<file path="src/rtl/gate_pkg.sv">
// Shared definitions for the gate-evaluation exercises and the shared arbiter.
//   - OP_*  : 2-bit opcodes of the four-input gate unit
//   - S_*   : state encodings of the arbiter sequencer
//   - odd_parity4 : helper returning the XOR of four bits
package gate_pkg;

    localparam logic [1:0] OP_NAND = 2'b00;
    localparam logic [1:0] OP_NOR  = 2'b01;
    localparam logic [1:0] OP_XOR  = 2'b10;
    localparam logic [1:0] OP_XNOR = 2'b11;

    localparam logic [1:0] S_IDLE = 2'b00;
    localparam logic [1:0] S_EVAL = 2'b01;
    localparam logic [1:0] S_RESP = 2'b10;

    function automatic logic odd_parity4(input logic [3:0] v);
        return v[3] ^ v[2] ^ v[1] ^ v[0];
    endfunction

endpackage

</file>
<file path="src/rtl/gate_share_arbiter_gate_unit.sv">
// four_input_gate_unit: purely combinational four-input gate.
//   a, b, c, d : operand bits (a is the most significant)
//   op         : OP_NAND / OP_NOR / OP_XOR / OP_XNOR
//   e          : gate output
module four_input_gate_unit
    import gate_pkg::*;
(
    input  logic       a,
    input  logic       b,
    input  logic       c,
    input  logic       d,
    input  logic [1:0] op,
    output logic       e
);

    // Opcode decode onto the selected gate function.
    always_comb begin
        e = 1'b0;
        case (op)
            OP_NAND: e = ~(a & b & c & d);
            OP_NOR:  e = ~(a | b | c | d);
            OP_XOR:  e = odd_parity4({a, b, c, d});
            OP_XNOR: e = ~odd_parity4({a, b, c, d});
            default: e = 1'b0;
        endcase
    end

endmodule

</file>
<file path="src/rtl/gate_share_arbiter.sv">
// gate_share_arbiter: round-robin sharing of one four-input gate unit.
//   clk, rst  : rising-edge clock, synchronous active-high reset
//   req       : per-requester request, held until ack
//   op, opnd  : per-requester opcode (2 bits) and operands a,b,c,d (4 bits)
//   gnt       : one-hot grant, high during EVAL
//   ack       : one-hot single-cycle acknowledge during RESP
//   result    : gate output for the acked requester (0 outside RESP)
//   res_id    : index of the acked requester (0 outside RESP)
//   busy      : high in EVAL and RESP
//   op_count  : completed operations, wraps at 16 bits
module gate_share_arbiter
    import gate_pkg::*;
#(
    parameter int NREQ = 4,
    parameter int IDW  = 3
) (
    input  logic              clk,
    input  logic              rst,
    input  logic [NREQ-1:0]   req,
    input  logic [2*NREQ-1:0] op,
    input  logic [4*NREQ-1:0] opnd,
    output logic [NREQ-1:0]   gnt,
    output logic [NREQ-1:0]   ack,
    output logic              result,
    output logic [IDW-1:0]    res_id,
    output logic              busy,
    output logic [15:0]       op_count
);

    logic [1:0]      state_q,  state_d;
    logic [IDW-1:0]  ptr_q,    ptr_d;
    logic [IDW-1:0]  win_q,    win_d;
    logic [1:0]      op_q,     op_d;
    logic [3:0]      opnd_q,   opnd_d;
    logic [NREQ-1:0] gnt_q,    gnt_d;
    logic [NREQ-1:0] ack_q,    ack_d;
    logic            result_q, result_d;
    logic [IDW-1:0]  res_id_q, res_id_d;
    logic            busy_q,   busy_d;
    logic [15:0]     cnt_q,    cnt_d;

    logic [IDW-1:0]  win_s;
    logic [1:0]      op_sel_s;
    logic [3:0]      opnd_sel_s;
    logic            gate_e_s;
    int              dist_s;
    int              best_s;

    localparam logic [NREQ-1:0] ONE_HOT0 = {{(NREQ-1){1'b0}}, 1'b1};

    // Round-robin pick: the requester with the smallest rotational distance
    // from ptr wins, so ptr itself has the highest priority.
    always_comb begin
        win_s  = '0;
        dist_s = 0;
        best_s = NREQ;
        for (int j = 0; j < NREQ; j++) begin
            if (req[j]) begin
                dist_s = (j + NREQ - int'(ptr_q)) % NREQ;
                if (dist_s < best_s) begin
                    best_s = dist_s;
                    win_s  = IDW'(j);
                end else begin
                    best_s = best_s;
                end
            end else begin
                dist_s = dist_s;
            end
        end
    end

    // Extract the winner's opcode and operands from the packed buses.
    always_comb begin
        op_sel_s   = 2'b00;
        opnd_sel_s = 4'b0000;
        for (int j = 0; j < NREQ; j++) begin
            if (win_s == IDW'(j)) begin
                op_sel_s   = op[2*j +: 2];
                opnd_sel_s = opnd[4*j +: 4];
            end else begin
                op_sel_s   = op_sel_s;
            end
        end
    end

    four_input_gate_unit u_gate (
        .a  (opnd_q[3]),
        .b  (opnd_q[2]),
        .c  (opnd_q[1]),
        .d  (opnd_q[0]),
        .op (op_q),
        .e  (gate_e_s)
    );

    // Sequencer next-state: IDLE latches a winner, EVAL registers the gate
    // output, RESP pulses ack and rotates the pointer past the winner.
    always_comb begin
        state_d  = state_q;
        ptr_d    = ptr_q;
        win_d    = win_q;
        op_d     = op_q;
        opnd_d   = opnd_q;
        gnt_d    = gnt_q;
        ack_d    = ack_q;
        result_d = result_q;
        res_id_d = res_id_q;
        busy_d   = busy_q;
        cnt_d    = cnt_q;
        case (state_q)
            S_IDLE: begin
                if (|req) begin
                    state_d = S_EVAL;
                    win_d   = win_s;
                    op_d    = op_sel_s;
                    opnd_d  = opnd_sel_s;
                    gnt_d   = ONE_HOT0 << win_s;
                    busy_d  = 1'b1;
                end else begin
                    state_d = S_IDLE;
                end
            end
            S_EVAL: begin
                state_d  = S_RESP;
                gnt_d    = '0;
                ack_d    = ONE_HOT0 << win_q;
                result_d = gate_e_s;
                res_id_d = win_q;
            end
            S_RESP: begin
                state_d  = S_IDLE;
                ack_d    = '0;
                result_d = 1'b0;
                res_id_d = '0;
                busy_d   = 1'b0;
                cnt_d    = cnt_q + 16'd1;
                ptr_d    = (win_q == IDW'(NREQ-1)) ? '0 : win_q + IDW'(1);
            end
            default: begin
                state_d  = S_IDLE;
                gnt_d    = '0;
                ack_d    = '0;
                result_d = 1'b0;
                res_id_d = '0;
                busy_d   = 1'b0;
            end
        endcase
    end

    // State registers; reset aborts any operation in flight.
    always_ff @(posedge clk) begin
        if (rst) begin
            state_q  <= S_IDLE;
            ptr_q    <= '0;
            win_q    <= '0;
            op_q     <= 2'b00;
            opnd_q   <= 4'b0000;
            gnt_q    <= '0;
            ack_q    <= '0;
            result_q <= 1'b0;
            res_id_q <= '0;
            busy_q   <= 1'b0;
            cnt_q    <= 16'd0;
        end else begin
            state_q  <= state_d;
            ptr_q    <= ptr_d;
            win_q    <= win_d;
            op_q     <= op_d;
            opnd_q   <= opnd_d;
            gnt_q    <= gnt_d;
            ack_q    <= ack_d;
            result_q <= result_d;
            res_id_q <= res_id_d;
            busy_q   <= busy_d;
            cnt_q    <= cnt_d;
        end
    end

    assign gnt      = gnt_q;
    assign ack      = ack_q;
    assign result   = result_q;
    assign res_id   = res_id_q;
    assign busy     = busy_q;
    assign op_count = cnt_q;

endmodule
</file>
<file path="config.mk">
export PLATFORM = sky130hd
export DESIGN_NAME = gate_share_arbiter
export DESIGN_NICKNAME = d
export VERILOG_FILES = /design/src/rtl/gate_pkg.sv /design/src/rtl/gate_share_arbiter_gate_unit.sv /design/src/rtl/gate_share_arbiter.sv
export SDC_FILE = /design/constraint.sdc
export NUM_CORES = 1
export LEC_CHECK = 0
export ABC_CLOCK_PERIOD_IN_PS = 4700
export CAP_MARGIN = 40
export CELL_PAD_IN_SITES_DETAIL_PLACEMENT = 1
export CELL_PAD_IN_SITES_GLOBAL_PLACEMENT = 2
export CORE_MARGIN = 5
export CORE_UTILIZATION = 26
export CTS_CLUSTER_DIAMETER = 80
export DETAILED_ROUTE_END_ITERATION = 7
export GPL_TIMING_DRIVEN = 0
export PLACE_DENSITY_LB_ADDON = 0.25
export SKIP_CTS_REPAIR_TIMING = 1
export SYNTH_ARGS = -nofsm -noshare
export SYNTH_HDL_FRONTEND = slang
export SYNTH_SLANG_ARGS = --single-unit
</file>
<file path="constraint.sdc">
create_clock -name clk -period 4.7 [get_ports clk]
set_clock_uncertainty 0.2 [all_clocks]
set_input_delay 0.47 -clock clk [delete_from_list [all_inputs] [get_ports clk]]
set_output_delay 0.47 -clock clk [all_outputs]
set_load 0.02 [all_outputs]
</file>
After elaboration in Yosys (flattened, before gate mapping)
Index checks and enable logic that the tools add are counted.
{ "totals": {"elab_cells": 93, "inputBits": 30, "output_inout_bits": 29, "ramBits": 0, "romBits": 0, "n_memories": 0, "reg_bits": 43, "latch_bits": 0} }
{ "op_classes": {"n_mux": 31, "order_cmp": 4, "n_addsub": 6, "bitwise": 18, "reduce_logical": 11, "n_div": 0, "shift": 2, "eq_ne": 10, "multipliers": 0} }
{ "ops": {"columns": ["op", "count"], "rows": [
  ["2-to-1 mux 32 bit", 6],
  ["< comparator 3 x 32 -> 1 bit", 3],
  ["2-to-1 mux 4 bit", 5],
  ["adder 16 x 1 -> 16 bit, second input constant", 1],
  ["one-hot mux 4 bit (2 select lines)", 2],
  ["subtractor 3 x 3 -> 4 bit, first input constant", 4],
  ["2-to-1 mux 3 bit", 5],
  ["equality test 3 x 2 -> 1 bit, second input constant", 3],
  ["2-to-1 mux 2 bit", 4],
  ["OR reduction 2 bit", 4],
  ["<< shifter 1 x 3 -> 4 bit, first input constant", 2],
  ["AND 1 bit", 7],
  ["equality test 2 bit, second input constant", 3],
  ["one-hot mux 3 bit (2 select lines)", 1],
  ["AND reduction 2 bit", 3],
  ["inverter 1 bit", 5],
  ["equality test 2 x 1 -> 1 bit, second input constant", 2],
  ["logical NOT 2 bit", 2],
  ["< comparator 3 x 4 -> 1 bit, second input constant", 1],
  ["2-to-1 mux 1 bit", 4],
  ["one-hot mux 1 bit (2 select lines)", 2],
  ["one-hot mux 1 bit (4 select lines)", 1],
  ["one-hot mux 2 bit (2 select lines)", 1],
  ["OR reduction 4 bit", 1],
  ["other kinds (6)", 10]
]} }

Logic depth before layout (Yosys ltp)
Gate-level depths: netlist of run 1.
{ "depth": {"word_depth": 20, "depth_mapped": 20} }

Modules after synthesis
Synthesis of run 1 repeated with hierarchy kept, for this count alone.
{ "hier_totals": {"hier_cells": 256, "area_unflattened_um2": 2282.2} }
{ "modules_own_cells": {"columns": ["module", "seq_area_each_um2", "area_per_inst_um2", "cells_per_inst", "n_inst"], "rows": [
  ["gate_share_arbiter", 800.8, 2192.1, 244, 1],
  ["four_input_gate_unit", 0.0, 90.1, 12, 1]
]} }

Least setup slack after synthesis of run 1
OpenSTA, ideal clock, no wires.
{ "synth_timing": {"path_type": "reg2reg", "startpoint": "reg ptr_q[0]", "endpoint": "reg opnd_q[0]", "setup_slack_ns": -0.223, "path_buffers": 2, "synth_period_minus_slack_ns": 4.923, "required_ns": 4.362, "path_stages_with_launch": 20, "arrival_time_ns": 4.585, "cell_sequence": "dfxtp_1 > inv_1 > ha_1 > nor2b_1 > o21ai_4 > a21oi_2 > buf_2 > nand2b_1 > ha_1 > or4_4 > a21boi_4 > a21o_4 > buf_2 > mux2_2 > ha_1 > nand4b_1 > a2111oi_2 > nor3_1 > a221oi_1 > o221ai_1"} }
{ "synth_via": {"elab_chain_cells": 20} }
{ "synth_rtl": {"columns": ["item", "line", "source"], "rows": [
  ["from (decl)", "gate_share_arbiter.sv:31", "logic [IDW-1:0] ptr_q, ptr_d;"],
  ["from (signal assigned)", "gate_share_arbiter.sv:165", "ptr_q <= ptr_d;"],
  ["subtractor 3 x 3 -> 4 bit", "gate_share_arbiter.sv:59", "dist_s = (j + NREQ - int'(ptr_q)) % NREQ;"],
  ["OR reduction 2 bit (no source line)", null, null],
  ["AND 1 bit (no source line)", null, null],
  ["< comparator 3 x 4 -> 1 bit", "gate_share_arbiter.sv:60", "if (dist_s < best_s) begin"],
  ["2-to-1 mux 32 bit", "gate_share_arbiter.sv:60", null],
  ["2-to-1 mux 32 bit", "gate_share_arbiter.sv:58", "if (req[j]) begin"],
  ["< comparator 3 x 32 -> 1 bit", "gate_share_arbiter.sv:60", null],
  ["2-to-1 mux 32 bit", "gate_share_arbiter.sv:60", null],
  ["(+2 left out)", null, null],
  ["2-to-1 mux 32 bit", "gate_share_arbiter.sv:60", null],
  ["2-to-1 mux 32 bit", "gate_share_arbiter.sv:58", null],
  ["< comparator 3 x 32 -> 1 bit", "gate_share_arbiter.sv:60", null],
  ["2-to-1 mux 3 bit", "gate_share_arbiter.sv:60", null],
  ["2-to-1 mux 3 bit *", "gate_share_arbiter.sv:58", null],
  ["logical NOT 3 bit", "gate_share_arbiter.sv:77", "if (win_s == IDW'(j)) begin"],
  ["2-to-1 mux 4 bit (3 in series)", "gate_share_arbiter.sv:77", null],
  ["2-to-1 mux 4 bit *", "gate_share_arbiter.sv:77", null],
  ["to (signal assigned)", "gate_share_arbiter.sv:168", "opnd_q <= opnd_d;"],
  ["to (decl)", "gate_share_arbiter.sv:34", "logic [3:0] opnd_q, opnd_d;"]
]} }
Mark *: on every way between the ends. The rest lies on a longest branch, timed or not.
A chain may end at the register's enable or synchronous reset.

Worst setup path in the final report of run 1
{ "layout_timing": {"startpoint": "reg ptr_q[0]", "endpoint": "reg opnd_q[3]"} }
Same word-level chain as after synthesis.

==> impl_metrics.tcl, run 1 <==
set metrics [dict create \
    cts-htree-levels 2 \
    die_w_um 105 \
    drcViolationCount 0 \
    track_usage_pct 12.2 \
    hold_class "reg2reg" \
    grt_max_degree 13 \
    ys_types 57 \
    cts_tree "yes" \
    synth_area_leaders "dfxtp_1 34%, ha_1 8.5%, nor2_1 6.3%, mux2i_1 5.1%, xor2_1 3.4%" \
    ys.flop_type "dfxtp_1" \
    synth_edf_count 0 \
    fmax_mhz 216 \
    worstMarginPinSlew_ps 646 \
    grt_pass1_vias 2274 \
    clock_sinks 40 \
    final_cell_count_no_fill 470 \
    grt_util_met1_pct 15.8 \
    ios 59 \
    worstSetupPathType "reg2reg" \
    ctsRootBufferMaster "clkbuf_8" \
    ys_ff_latch 40 \
    slew_viol_final 0 \
    grt_pass1_wl_um 11100 \
    dr.pass1.iters 2 \
    hold_violations 0 \
    status "finished, final reports clean" \
    drive_above_1_share_pct 17.7 \
    yosys.area.top_type "dfxtp_1" \
    drt_wl_total_um 6840 \
    synthArstFlopShare_pct 0 \
    initial_core_util_pct 26.7 \
    core_um2 8760 \
    antenna_found_initial 0 \
    dp_cells 441 \
    peakVddDrop_mv 0.157 \
    power_density_nw_per_um2 282 \
    die_y_um 105 \
    insertion_delay_ps 290 \
    dieArea_um2 11000 \
    setup_ws_ps 73.1 \
    clockBufferDepth 2 \
    busiest_layer "met2" \
    seq_area_frac_synth_pct 34.2 \
    met2_usage_pct 20.3 \
    wl_per_cell_um 14.6 \
    fin_nets 408 \
    yosysTopAreaCellShare_pct 34.2 \
    vias_per_cell 4.75 \
    area_delta_synth_final_pct 47.5 \
    syn_area_per_cell_um2 8.71 \
    dr.first_iter.drc_count 48 \
    gr-total-overflow 0 \
    clk_pin_slew_ps 80 \
    drv_cap 0 \
    num_rows 34 \
    place_congestion 0.730 \
    numCtsBuffers 5 \
    worst-path-max-fanout 5 \
    dp_hpwl_um 5120 \
    dp_worst_setup_slack_ps -980 \
    required_ps 4680 \
    post-route-util_pct 39.4 \
    diodes 0 \
    fin_crit_ps 4630 \
    met3_usage_pct 3.14 \
    synthesis.instances 269 \
    setup_viol 0 \
    power.leakage_nw 1.34 \
    drtAntennaViolNets 0 \
    cp.arrival_ps 4610 \
    start_kind "flop" \
    syn_area_um2 2340 \
    relSlewSlack_pct 57.0 \
    vias 2234 \
    end_kind "flop" \
    io_buffers 57 \
    fin_crit_sh_pct 98.4 \
    ys_warn_count 0 \
]
==> routing by layer <==
metal / up-vias / wire length [um]
li1: 1133 / -
met1: 1059 / 3140
met2: 33 / 3350
met3: 9 / 268
met4: 0 / 91
met5: - / 0
==> state kept, by name, indices dropped and copies added, names as in the netlist, 2 cells and up <==
signal / cells
ack: 4
gnt: 4
op_count: 16
op_q: 2
opnd_q: 4
ptr_q: 2
res_id: 2
state_q: 2
win_q: 2
==> worst max-delay path, stage by stage (launching register included) <==
cell and delay, ps:
dfxtp_4 370, inv_6 50, ha_4 250, nor2b_4 130, o21ai_4 100, a21oi_4 190, buf_6 150, nand2b_1 60
ha_1 270, or4_4 530, a21boi_4 190, a21o_4 130, buf_8 110, mux2_2 350, ha_4 260, a21bo_2 220
o31a_1 360, o21a_2 250, a221o_1 340
==> through the flow <==
step                TNS (ps)  total power, mW  area [um2]  hold slack (ps)
floorplan                  0            0.535        2410              262
global placement       -9360            0.617        3120              245
detailed placement     -9700            0.620        3120              255
CTS                    -6210            0.957        3250              267
global route            -199             1.03        3450              291
finish                     0            0.974        3450              262
==> worst paths after layout <==
check                                           start                     end  slack [ps]  cells after the start
worst max-delay path            ptr_q[0]$_SDFFE_PP0N_  opnd_q[3]$_SDFFE_PP0P_          70                     18
worst min-delay path              result$_SDFFE_PP0N_     result$_SDFFE_PP0N_         260                      2
worst max register to register  ptr_q[0]$_SDFFE_PP0N_  opnd_q[3]$_SDFFE_PP0P_          70                     18
worst min register to register    result$_SDFFE_PP0N_     result$_SDFFE_PP0N_         260                      2
==> logic make-up after synthesis <==
group                      Yosys count  share of synthesized area (%)
and+or+nand+nor                    113                           25.6
AOI/OAI and AO/OA                   54                           18.1
DFF                                 40                           34.2
buffers and inverters               20                           3.53
adders and majority gates           16                           8.55
muxes                               13                           5.61
xor gates and xnor gates            11                           4.11
other                                2                          0.321
==> cell usage after synthesis, types with 2 or more instances <==
library cell and number:
inv_1 10, nand2_1 20, nor2b_1 3, nor2_1 39, buf_2 3, xnor2_1 2
a21oi_1 12, nor3_1 6, a221oi_1 2, clkbuf_1 3, a211oi_1 3, nor2_2 2
a221o_1 6, buf_1 3, conb_1 2, ha_1 16, mux2i_1 12, o211ai_1 2
and3_1 4, or3_1 6, nand3_1 5, dfxtp_1 40, xor2_1 9, o21ai_0 13
a2111oi_2 2, nand4_1 6, nand2b_1 5, and2_1 4
==> cell usage in the layout, fill, tap and decap left out, types with 9 or more instances in the layout <==
cell and instances:
conb_1 9, mux2i_1 12, nand2_1 20, xor2_1 9
clkdlybuf4s50_1 55, ha_1 14, nor2_1 38, a21oi_1 11
dfxtp_1 38, buf_4 22, o21ai_0 13
==> power by group <==
part           internal [mW]  switching (mW)  total [mW]
Sequential             0.360          0.0205       0.381
Clock                  0.209           0.124       0.333
Combinational          0.132           0.128       0.260
Total                  0.701           0.273       0.974
==> area by class of cell <==
class	count	area, um2
buffer	10	61.3
clock buffer	5	68.8
clock inverter	2	60.1
fill	1040	5310
inverter	10	42.5
multi-input combinational	216	1550
sequential	40	806
tap	108	135
timing repair buffer	79	731
Note: power is estimated with default switching activity, not from simulation.
==> inputs of run 2 (changes only) <==
--- a/config.mk
+++ b/config.mk
@@ -14,7 +14,7 @@
 export CTS_CLUSTER_DIAMETER = 80
 export DETAILED_ROUTE_END_ITERATION = 7
 export GPL_TIMING_DRIVEN = 0
-export PLACE_DENSITY_LB_ADDON = 0.25
+export PLACE_DENSITY = 0.76
 export SKIP_CTS_REPAIR_TIMING = 1
 export SYNTH_ARGS = -nofsm -noshare
 export SYNTH_HDL_FRONTEND = slang
==> impl_metrics.tcl, run 2 (synthesized netlist as in run 1, its figures left out) <==
set metrics [dict create \
    status "finished, final reports clean" \
    combPwrFrac_pct 26.6 \
    seq_power_share_pct 39.1 \
    place_congestion 0.777 \
    post-route-util_pct 39.2 \
    drv_cap 0 \
    largest_reg_flops 16 \
    die_w_um 105 \
    die_y_um 105 \
    swShare_pct 28.1 \
    power_density_nw_per_um2 283 \
    initial_core_util_pct 26.7 \
    crit_top_cell "ha_4" \
    slowest_delay_ps 530 \
    tns_ps 0 \
    crit_chain "inv_6 > ha_4 > nor2b_4 > o21ai_4 > a21oi_4 > buf_6 > nand2b_1 > ha_1 > or4_4 > a21boi_4 > a21o_4 > buf_8 > mux2_4 > ha_4 > a21bo_2 > o31a_1 > o21a_2 > a221o_1" \
    grt_pass1_wl_um 11300 \
    slew_viol_final 0 \
    end_kind "flop" \
    insertion_delay_ps 290 \
    whs_ps 264 \
    worstSetupPathType "reg2reg" \
    fin_nets 404 \
    power.leakage_nw 1.33 \
    dp_cells 441 \
    grt_max_degree 13 \
    antenna_found_initial 0 \
    final_common_cell "clkdlybuf4s50_1" \
    peakVddDrop_mv 0.136 \
    wl_per_cell_um 15.0 \
    clock_sinks 40 \
    clk_pin_slew_ps 80 \
    start_kind "flop" \
    drt_wl_total_um 6990 \
    drive_above_1_share_pct 16.8 \
    final_cell_count_no_fill 466 \
    drtAntennaViolNets 0 \
    io_buffers 57 \
    area_delta_synth_final_pct 46.7 \
    dr.pass1.iters 4 \
    cts_tree "yes" \
    dieArea_um2 11000 \
    relSlewSlack_pct 55.4 \
    ios 59 \
    switchingPower_uw 274 \
    path_buf_inv 3 \
    cts-htree-levels 2 \
    final_cell_mix "55 x clkdlybuf4s50_1, 38 x nor2_1, 38 x dfxtp_1, 20 x nand2_1, 19 x buf_4" \
    diodes 0 \
    ctsRootBufferMaster "clkbuf_8" \
    hold_violations 0 \
    vias 2270 \
    setup_viol 0 \
    final_cell_area_um2 3440 \
    postPlaceCellArea_um2 3120 \
    cp.arrival_ps 4550 \
    hold_class "reg2reg" \
    dr.first_iter.drc_count 49 \
    cp_top_family "compound AO/OA/AOI/OAI gates" \
    dp_hpwl_um 5220 \
    num_rows 34 \
    grt_pass1_vias 2291 \
    fmax_mhz 219 \
    crit_slowest_cell "or4_4" \
    required_ps 4690 \
    worstMarginPinSlew_ps 670 \
    numCtsBuffers 5 \
    clockBufferDepth 2 \
    worst-path-max-fanout 7 \
    fin_crit_sh_pct 97.2 \
    fill_cells 1052 \
    gr-total-overflow 0 \
    drcViolationCount 0 \
    cellInternalPower_uw 700 \
    fin_crit_ps 4570 \
    track_usage_pct 12.5 \
    core_um2 8760 \
    clkPwrFrac_pct 34.4 \
    vias_per_cell 4.87 \
]
-- run 2: cell types whose count changed in the layout (fill, tap and decap cells not counted) --
cell and delta:
buf_4 -3, mux2_4 +1, inv_4 +1, a21oi_1 +1, nor4_2 +1, mux2_2 -1, a21oi_2 -1, inv_2 -1
nor4_1 -1, buf_2 -1
-- run 2: worst min-delay path: cells and delay by family, from the launching register on --
family          cells  cell delay, ps
flops               1             320
simple gates        1              50
compound gates      1              50
-- run 2: area by class of cell --
| type | count | area, um2 | share of cell area [%] |
|---|---|---|---|
| timing repair buffer | 75 | 703 | 20.5 |
| multi-input combinational | 216 | 1560 | 45.3 |
| buffer | 10 | 61.3 | 1.78 |
| clock inverter | 2 | 60.1 | 1.75 |
| inverter | 10 | 45.0 | 1.31 |
| sequential | 40 | 806 | 23.5 |
| tap | 108 | 135 | 3.93 |
| clock buffer | 5 | 68.8 | 2.00 |
-- run 2: metrics by stage --
stage | total power [mW] | setup WS, ps
2_1_floorplan | 0.535 | 59.1
3_3_place_gp | 0.616 | -878
3_5_place_dp | 0.620 | -931
4_1_cts | 0.957 | -625
5_1_grt | 1.03 | -10.1
6_report | 0.973 | 133
-- run 2: metal layers --
| layer | vias to the layer above | part of all wire [%] | global-route usage (%) |
|---|---|---|---|
| li1 | 1125 | - | - |
| met1 | 1101 | 44 | 15.6 |
| met2 | 38 | 51 | 21.4 |
| met3 | 6 | 3.6 | 2.84 |
| met4 | 0 | 1.3 | 3.74 |
| met5 | - | 0 | 0 |
-- run 2: worst paths after layout --
| check | startpoint | endpoint | slack [ps] | cells past startpoint |
|---|---|---|---|---|
| max reg2reg | ptr_q[0]$_SDFFE_PP0N_ | op_q[0]$_SDFFE_PP0P_ | 130 | 18 |
| max | ptr_q[0]$_SDFFE_PP0N_ | op_q[0]$_SDFFE_PP0P_ | 130 | 18 |
| min reg2reg | result$_SDFFE_PP0N_ | result$_SDFFE_PP0N_ | 260 | 2 |
| min | result$_SDFFE_PP0N_ | result$_SDFFE_PP0N_ | 260 | 2 |
-- run 2: power groups by stage --
stage	Combinational [mW]	Sequential, mW	Clock (mW)
4_1_cts	0.233	0.380	0.343
6_report	0.259	0.380	0.334
5_1_grt	0.287	0.385	0.362
2_1_floorplan	0.142	0.393	0
3_3_place_gp	0.229	0.388	0
3_5_place_dp	0.232	0.388	0
==> RTL edit: new RTL, flow settings as in run 2 <==
Change the parameter `IDW` from 3 to 6.
--- a/src/rtl/gate_share_arbiter.sv
+++ b/src/rtl/gate_share_arbiter.sv
@@ -12,7 +12,7 @@
     import gate_pkg::*;
 #(
     parameter int NREQ = 4,
-    parameter int IDW  = 3
+    parameter int IDW  = 6
 ) (
     input  logic              clk,
     input  logic              rst,
Ports: changed (resized res_id); port bits go from 59 to 62. The function was not compared with the original's and may differ.
==> RTL edit against run 2 <==
- total power fell by 10%
- die area grew 2.7%
- sequential cell count unchanged
- routed wire length decreased by 1.2%
- worst setup slack improved by 0.15 ns
- critical path depth rose by 1
- cell area shrank 3.9%
- synthesized area grew 3.0%
- clock power fell by 34%
==> RTL edit: results (changes against run 2) <==
* Run status: completed
* Critical-path top delay cell: dfxtp_2
* Largest net degree at the start of global routing at 12 (-1)
* Starting DRT DRC Count at 40 (-18%)
* Crit path max fanout at 6 (-1)
* Number of global-route vias before repair at 2,320 (+1.3%)
* Layout cells sized above 1 at 0.142 (-0.0260)
* Placed cells at 452 (+2.5%)
* GPL Wtd Cong at 0.737 (-5.2%)
* DR vias/cell at 4.70 (-3.5%)
* Routed len/inst at 14.9 um (-0.76%)
* Hpwl dp at 5450 um (+4.4%)
* GRT Overall Usage at 0.128 (+0.00325)
* Avg Cell Area, Syn at 8.77 sq um (+0.74%)
* R2R Setup Slk at 0.28 ns (+0.15 ns)
* Cell Area, Placed at 3150 sq um (+1.0%)
* Clock power share at 0.253 (-0.091)
* Post-place setup slack at -0.587 ns (+0.345 ns)
* WL final at 6910 um (-1.2%)
* Switch Pwr at 284 uW (+3.7%)
* PortBufs at 56 (-1.8%)
* Critical path arrival at 4.43 ns (-0.12 ns)
* CP max stage delay at 0.37 ns (-0.16 ns)
* Crit path time final at 4.42 ns (-0.148 ns)
* Final Total Pwr at 874 uW (-10%)
* Global-route wire length before repair at 11,700 um (+3.5%)
* Commonest cells in the synthesized netlist: 40 x dfxtp_1, 35 x nor2_1, 25 x nand2_1
* Largest cells by area after synthesis: dfxtp_1 33%, ha_1 8.3%, nor2_1 5.4%
* Combinational Power at 271 uW (+5%)
* Rel. slew slack at 0.532 (-0.0214)
* Lkg Pwr at 0.00128 uW (-4.3%)
* Synth cell types at 55 (-3.5%)
[RTL edit: changes by cell type after synthesis, moves of 5 or more]
cell,delta
a221o_1,-6
nand3_1,+10
o21ai_0,-7
o31ai_2,+5
or3_1,-5
nand2_1,+5
o22ai_1,+5
[RTL edit: worst min-delay path: cells and delay by family (launching register included)]
kind / cells / cell delay, ns
AOI/OAI and AO/OA: 1 / 0.05
DFF: 1 / 0.33
and+or+nand+nor: 1 / 0.06
[RTL edit: stage by stage]
stage | util | hold slack (ns)
after floorplan | - | 0.303
after global placement | 0.344 | 0.256
after detailed placement | 0.344 | 0.264
after CTS | 0.353 | 0.284
after global routing | 0.361 | 0.316
final | 0.361 | 0.277
[RTL edit: cells by family (layout without fill, tap and decap cells)]
family,count (synthesis),in the layout,synth area share
and+or+nand+nor,110,110,0.237
adders and majority gates,16,16,0.0830
buffers and inverters,25,93,0.0482
muxes,14,14,0.0591
xor gates and xnor gates,16,16,0.0581
AOI/OAI and AO/OA,52,52,0.180
DFF,40,40,0.332
other,2,12,0.00311
[RTL edit: routing by layer]
metal	track usage	routed length (um)	up-vias	share of wire
li1	-	-	1104	-
met2	0.212	3230	43	0.47
met1	0.166	3270	1024	0.47
met3	0.0346	315	10	0.046
met5	0	0	-	0
met4	0.0324	95	0	0.014
[RTL edit: cell type report]
| type | count | area (sq um) |
|---|---|---|
| sequential | 40 | 802 |
| multi-input combinational | 220 | 1560 |
| inverter | 11 | 41.3 |
| tap | 111 | 139 |
| clock buffer | 6 | 72.6 |
| buffer | 14 | 81.3 |
| clock inverter | 1 | 5.00 |
| timing repair buffer | 61 | 601 |
| fill | 1080 | 5850 |
[RTL edit: worst paths after layout]
check,cells after the start,end
worst max-delay path,19,opnd_q[3]
worst min-delay path,2,result
worst max register to register,19,opnd_q[3]
worst min register to register,2,result
